===== config.mk =====
export PLATFORM = sky130hd
export DESIGN_NAME = key_debounce
export DESIGN_NICKNAME = d
export VERILOG_FILES = /design/src/rtl/key_debounce_pkg.sv /design/src/rtl/key_debounce_ch.sv /design/src/rtl/key_debounce.sv
export SDC_FILE = /design/constraint.sdc
export NUM_CORES = 1
export LEC_CHECK = 0
export BUFFER_PORTS_ARGS = -buffer_cell sky130_fd_sc_hd__clkbuf_2
export CAP_MARGIN = 30
export CORE_MARGIN = 2
export CORE_UTILIZATION = 60
export CTS_CLUSTER_SIZE = 16
export DETAILED_ROUTE_END_ITERATION = 10
export PLACE_DENSITY = 0.77
export SLEW_MARGIN = 20
export SYNTH_ARGS = -nofsm -noshare
export SYNTH_HDL_FRONTEND = slang
export SYNTH_HIERARCHICAL = 1
export SYNTH_SLANG_ARGS = --single-unit

===== constraint.sdc =====
create_clock -name clk_50 -period 3 [get_ports clk_50]
set_input_delay 0.6 -clock clk_50 [delete_from_list [all_inputs] [get_ports clk_50]]
set_output_delay 0.6 -clock clk_50 [all_outputs]
set_load 0.005 [all_outputs]

===== src/rtl/key_debounce_pkg.sv =====
// Shared definitions for the pushbutton conditioner: FSM encoding,
// pressed-level constant and the ms-to-cycles helper.
package key_pkg;

  typedef enum logic [1:0] {
    UP      = 2'd0,
    WAIT_DN = 2'd1,
    DOWN    = 2'd2,
    WAIT_UP = 2'd3
  } key_state_e;

  localparam logic KEY_PRESSED = 1'b0;

  function automatic int unsigned ms_to_cycles(input int unsigned clk_hz,
                                               input int unsigned ms);
    return (clk_hz / 1000) * ms;
  endfunction

endpackage


===== src/rtl/key_debounce_ch.sv =====
// One pushbutton channel: 2-FF synchroniser, debounce FSM, registered
// level plus press / release / long-press pulses.
module key_debounce_ch
  import key_pkg::*;
#(
  parameter int unsigned CLK_HZ      = 50_000_000,
  parameter int unsigned DEBOUNCE_MS = 20,
  parameter int unsigned LONG_MS     = 1000
) (
  input  logic clk_50,
  input  logic rst_n,
  input  logic key_raw,
  output logic level_o,
  output logic press_o,
  output logic release_o,
  output logic long_o
);

  localparam int unsigned DEB_CYC  = ms_to_cycles(CLK_HZ, DEBOUNCE_MS);
  localparam int unsigned LONG_CYC = ms_to_cycles(CLK_HZ, LONG_MS);
  localparam int CNT_W  = $clog2(DEB_CYC) + 1;
  localparam int HOLD_W = $clog2(LONG_CYC) + 1;
  localparam logic [CNT_W-1:0]  DEB_LAST  = CNT_W'(DEB_CYC - 1);
  localparam logic [HOLD_W-1:0] LONG_LAST = HOLD_W'(LONG_CYC - 1);
  localparam logic [HOLD_W-1:0] LONG_MAX  = HOLD_W'(LONG_CYC);

  generate
    if (DEB_CYC < 1 || LONG_CYC < 1) begin : g_bad_params
      $error("key_debounce_ch: DEB_CYC and LONG_CYC must both be >= 1");
    end
  endgenerate

  key_state_e        state_q, state_d;
  logic [CNT_W-1:0]  cnt_q, cnt_d;
  logic [HOLD_W-1:0] hold_q, hold_d, hold_inc;
  logic              sync1_q, sync1_d, sync2_q, sync2_d;
  logic              level_q, level_d;
  logic              press_q, press_d;
  logic              release_q, release_d;
  logic              long_q, long_d;
  logic              s;

  // s is the only view of the pin the FSM ever sees
  assign s = (sync2_q == KEY_PRESSED);

  always_comb begin
    sync1_d   = key_raw;
    sync2_d   = sync1_q;
    state_d   = state_q;
    cnt_d     = cnt_q;
    hold_d    = hold_q;
    hold_inc  = hold_q + 1'b1;
    level_d   = level_q;
    press_d   = 1'b0;
    release_d = 1'b0;
    long_d    = 1'b0;
    case (state_q)
      UP: begin
        if (s) begin
          state_d = WAIT_DN;
          cnt_d   = '0;
        end
      end
      WAIT_DN: begin
        if (!s) begin
          state_d = UP;
        end else if (cnt_q == DEB_LAST) begin
          state_d = DOWN;
          level_d = 1'b1;
          press_d = 1'b1;
          hold_d  = '0;
        end else begin
          cnt_d = cnt_q + 1'b1;
        end
      end
      DOWN: begin
        if (!s) begin
          state_d = WAIT_UP;
          cnt_d   = '0;
        end else if (hold_q != LONG_MAX) begin
          // hold never returns below LONG_LAST, so the long pulse fires once per press
          hold_d = hold_inc;
          long_d = (hold_inc == LONG_LAST);
        end
      end
      WAIT_UP: begin
        if (s) begin
          state_d = DOWN;
        end else if (cnt_q == DEB_LAST) begin
          state_d   = UP;
          level_d   = 1'b0;
          release_d = 1'b1;
        end else begin
          cnt_d = cnt_q + 1'b1;
        end
      end
      default: state_d = UP;
    endcase
  end

  always_ff @(posedge clk_50 or negedge rst_n) begin
    if (!rst_n) begin
      sync1_q   <= 1'b1;
      sync2_q   <= 1'b1;
      state_q   <= UP;
      cnt_q     <= '0;
      hold_q    <= '0;
      level_q   <= 1'b0;
      press_q   <= 1'b0;
      release_q <= 1'b0;
      long_q    <= 1'b0;
    end else begin
      sync1_q   <= sync1_d;
      sync2_q   <= sync2_d;
      state_q   <= state_d;
      cnt_q     <= cnt_d;
      hold_q    <= hold_d;
      level_q   <= level_d;
      press_q   <= press_d;
      release_q <= release_d;
      long_q    <= long_d;
    end
  end

  assign level_o   = level_q;
  assign press_o   = press_q;
  assign release_o = release_q;
  assign long_o    = long_q;

endmodule


===== src/rtl/key_debounce.sv =====
// Pushbutton conditioner top: N_KEYS independent debounce channels on clk_50.
module key_debounce
  import key_pkg::*;
#(
  parameter int unsigned N_KEYS      = 4,
  parameter int unsigned CLK_HZ      = 50_000_000,
  parameter int unsigned DEBOUNCE_MS = 20,
  parameter int unsigned LONG_MS     = 1000
) (
  input  logic              clk_50,
  input  logic              rst_n,
  input  logic [N_KEYS-1:0] KEY,
  output logic [N_KEYS-1:0] key_level,
  output logic [N_KEYS-1:0] key_press,
  output logic [N_KEYS-1:0] key_release,
  output logic [N_KEYS-1:0] key_long
);

  for (genvar i = 0; i < N_KEYS; i++) begin : g_ch
    key_debounce_ch #(
      .CLK_HZ      (CLK_HZ),
      .DEBOUNCE_MS (DEBOUNCE_MS),
      .LONG_MS     (LONG_MS)
    ) u_ch (
      .clk_50    (clk_50),
      .rst_n     (rst_n),
      .key_raw   (KEY[i]),
      .level_o   (key_level[i]),
      .press_o   (key_press[i]),
      .release_o (key_release[i]),
      .long_o    (key_long[i])
    );
  end

endmodule


==> impl_metrics.json <==
{
  "synth_edf_count": 0,
  "fill_cells": 1804,
  "ctsLongestPathBuffers": 3,
  "timing.max_cap.violations": 0,
  "total_power_w": 0.00640,
  "dieArea_mm2": 0.0233,
  "largest_reg_flops": 108,
  "final_cell_mix": "216 x dfrtp_1, 162 x nor2_1, 130 x nand2_1",
  "synth_area_mm2": 0.0133,
  "tightestPinTransition_ps": 886,
  "finalSetupViolCount": 0,
  "powerDensity_mw_per_mm2": 449,
  "hold_buffers": 0,
  "io_buffers": 21,
  "std_cell_rows": 54,
  "postRouteWirelength_mm": 28.4,
  "drv_slew": 0,
  "finalCritPeriodShare_pct": 86.8,
  "cts_tree": "done",
  "syn_area_per_cell_um2": 9.13,
  "setup_tns_ps": 0,
  "vias_per_cell": 6.24,
  "final_cells": 1737,
  "path_class": "reg -> reg",
  "io_pins": 22,
  "yosysSeqAreaShare_pct": 42.4,
  "grt_pass1_wl_mm": 50.2,
  "regMostFlops": "g_ch.u_ch/hold_q",
  "start_util_pct": 60.9,
  "cpPeakStageDelay_ps": 570,
  "grt_max_degree": 77,
  "yosys.area.top_type_share_pct": 40.8,
  "synth.distinct_cells": 71,
  "crit_path_end_kind": "register",
  "dpl_cell_area_mm2": 0.0134,
  "antenna_left": 0,
  "grtUsageTotal_pct": 24.7,
  "p_int_w": 0.00503,
  "slew_headroom_pct": 41.0,
  "p_seq_share_pct": 48.3,
  "cp.arrival_ps": 3030,
  "hold_viol_final": 0,
  "insertedDiodeCount": 0,
  "fp.dieW_um": 153,
  "power_frac_comb_pct": 2.2,
  "dp_hpwl_mm": 19.0,
  "swShare_pct": 21.4,
  "routedWlPerCell_um": 16.3,
  "core_mm2": 0.0218,
  "switching_power_w": 0.00137,
  "pwr-share-clk_pct": 49.5,
  "synth_ff_type": "dfrtp_1",
  "utilization_pct": 65.5,
  "cts-resized-gates": 0,
  "grt_antenna_before_repair": 0,
  "skew_ps": 21.3,
  "fmax_mhz": 384,
  "ir_worst_vdd_mv": 0.501,
  "area_delta_synth_final_pct": 7.47,
  "vias": 10800,
  "htreeDepth": 1,
  "synth_fp_nets": 1475,
  "outcome": "complete, no violations",
  "cts-root-buf": "clkbuf_16",
  "drc_errors": 0,
  "drive_gt1_share_pct": 10.7,
  "fin_area_mm2": 0.0142,
  "place_inst": 1690,
  "grt_pass1_vias": 10600,
  "first_iter_violations": 798,
  "ys_warn_count": 6,
  "clk_pin_slew_ps": 60,
  "hp-class": "in -> async",
  "clock_sinks": 224,
  "leakagePower_nw": 5.83,
  "critPathSlowestCell": "a211o_1",
  "min_period_ps": 2610,
  "crit_family": "compound AO/OA/AOI/OAI gates",
  "gp_congestion": 0.964,
  "post_cts_buffers": 0,
  "crit_required_ps": 3430,
  "ys_ff_latch": 224,
  "top_regs": "g_ch.u_ch/hold_q (108), g_ch.u_ch/cnt_q (84)",
  "path_buf_inv": 1,
  "die_h_um": 153,
  "clkLatencyLatePin_ps": 530,
  "grt_overflow_total": 0,
  "rrSetupSlack_ps": 390,
  "synth_top_area_cell": "dfrtp_1",
  "crit_fanout": 23,
  "ys_async_sr_fraction_pct": 100,
  "syn_inst": 1453,
  "nets": 1460,
  "worstPathCellList": "inv_1, ha_1, nor4bb_1, and4_1, a211o_1, a21oi_1, o2111ai_1, nor4_2",
  "cp-start-kind": "register",
  "synthTopCellsByArea": "dfrtp_1 41%, nor2_1 4.6%, xor2_1 4.2%",
  "layout_commonest_cell": "dfrtp_1",
  "numCtsBuffers": 25,
  "rsz0062_at_grt": "no",
  "drtPass1Iterations": 5
}
-- power by group through the flow --
stage	Clock (W)	Sequential [W]	Combinational, W
2_1_floorplan	0	0.00313	0.0000684
3_3_place_gp	0	0.00315	0.000143
3_5_place_dp	0	0.00315	0.000149
4_1_cts	0.00323	0.00309	0.000149
5_1_grt	0.00335	0.00310	0.000167
6_report	0.00316	0.00309	0.000142
-- synth_stat cells, drive strengths merged (4+ instances only) --
| cell type | n |
|---|---|
| a21o | 4 |
| nand2 | 130 |
| nor2 | 168 |
| and4 | 32 |
| nand2b | 21 |
| nor3 | 29 |
| nor4b | 14 |
| or3 | 8 |
| nor2b | 4 |
| xor2 | 64 |
| o21a | 4 |
| nor4 | 23 |
| o21ai | 101 |
| nor3b | 7 |
| inv | 25 |
| mux2i | 5 |
| xnor2 | 43 |
| a2111oi | 4 |
| buf | 57 |
| o31ai | 22 |
| dfstp | 8 |
| dfrtp | 216 |
| ha | 16 |
| nand4 | 68 |
| nor4bb | 8 |
| and3 | 56 |
| a31oi | 92 |
| a211oi | 12 |
| clkbuf | 27 |
| a21oi | 38 |
| and2 | 11 |
| nand3 | 109 |
-- layout make-up --
| class | count | area (um^2) | share of cell area (%) |
|---|---|---|---|
| Timing Repair Buffer | 42 | 300 | 2.11 |
| Tap cell | 280 | 350 | 2.46 |
| Multi-Input combinational cell | 1120 | 7040 | 49.4 |
| Clock inverter | 9 | 124 | 0.869 |
| Clock buffer | 37 | 731 | 5.13 |
| Sequential cell | 224 | 5620 | 39.4 |
| Inverter | 25 | 93.8 | 0.659 |
-- path summary, 6_finish.rpt --
path,to,start,depth (start not counted)
worst max-delay path,g_ch[3].u_ch/long_o,g_ch[3].u_ch/hold_q[0],8
worst min-delay path,g_ch[0].u_ch/hold_q[3],rst_n,1
worst max register to register,g_ch[3].u_ch/long_o,g_ch[3].u_ch/hold_q[0],8
worst min register to register,g_ch[1].u_ch/sync2_q,g_ch[1].u_ch/sync1_q,0
max in group asynchronous,g_ch[0].u_ch/sync2_q,rst_n,2
min in group clk_50,g_ch[2].u_ch/sync1_q,KEY[2],1
-- metrics by stage --
step / hold slack, ps / worst slack [ps]
global route: 85.2 / 146
detailed placement: 348 / 446
CTS: 66.3 / 412
floorplan: 304 / 633
finish: 39.6 / 395
global placement: 346 / 504
-- metal layers --
| layer | part of all wire, % | vias up | GRT usage [%] |
|---|---|---|---|
| li1 | - | 5265 | - |
| met1 | 47 | 5241 | 35.7 |
| met2 | 46 | 290 | 39.6 |
| met3 | 5.3 | 42 | 3.47 |
| met4 | 1.6 | 0 | 6.22 |
| met5 | 0 | - | 0 |
-- cells by family (layout without fill, tap and decap cells) --
| logic type | Yosys count | after routing | share of synthesized area (%) |
|---|---|---|---|
| AND/OR/NAND/NOR | 694 | 694 | 29.1 |
| AO/OA/AOI/OAI | 295 | 295 | 14.7 |
| flip-flops | 224 | 224 | 42.4 |
| buffers and inverters | 109 | 113 | 4.62 |
| XOR/XNOR | 107 | 107 | 7.07 |
| adder cells (fa/ha/maj) | 16 | 16 | 1.51 |
| multiplexers | 8 | 8 | 0.632 |
Note: power is estimated with default switching activity, not from simulation.
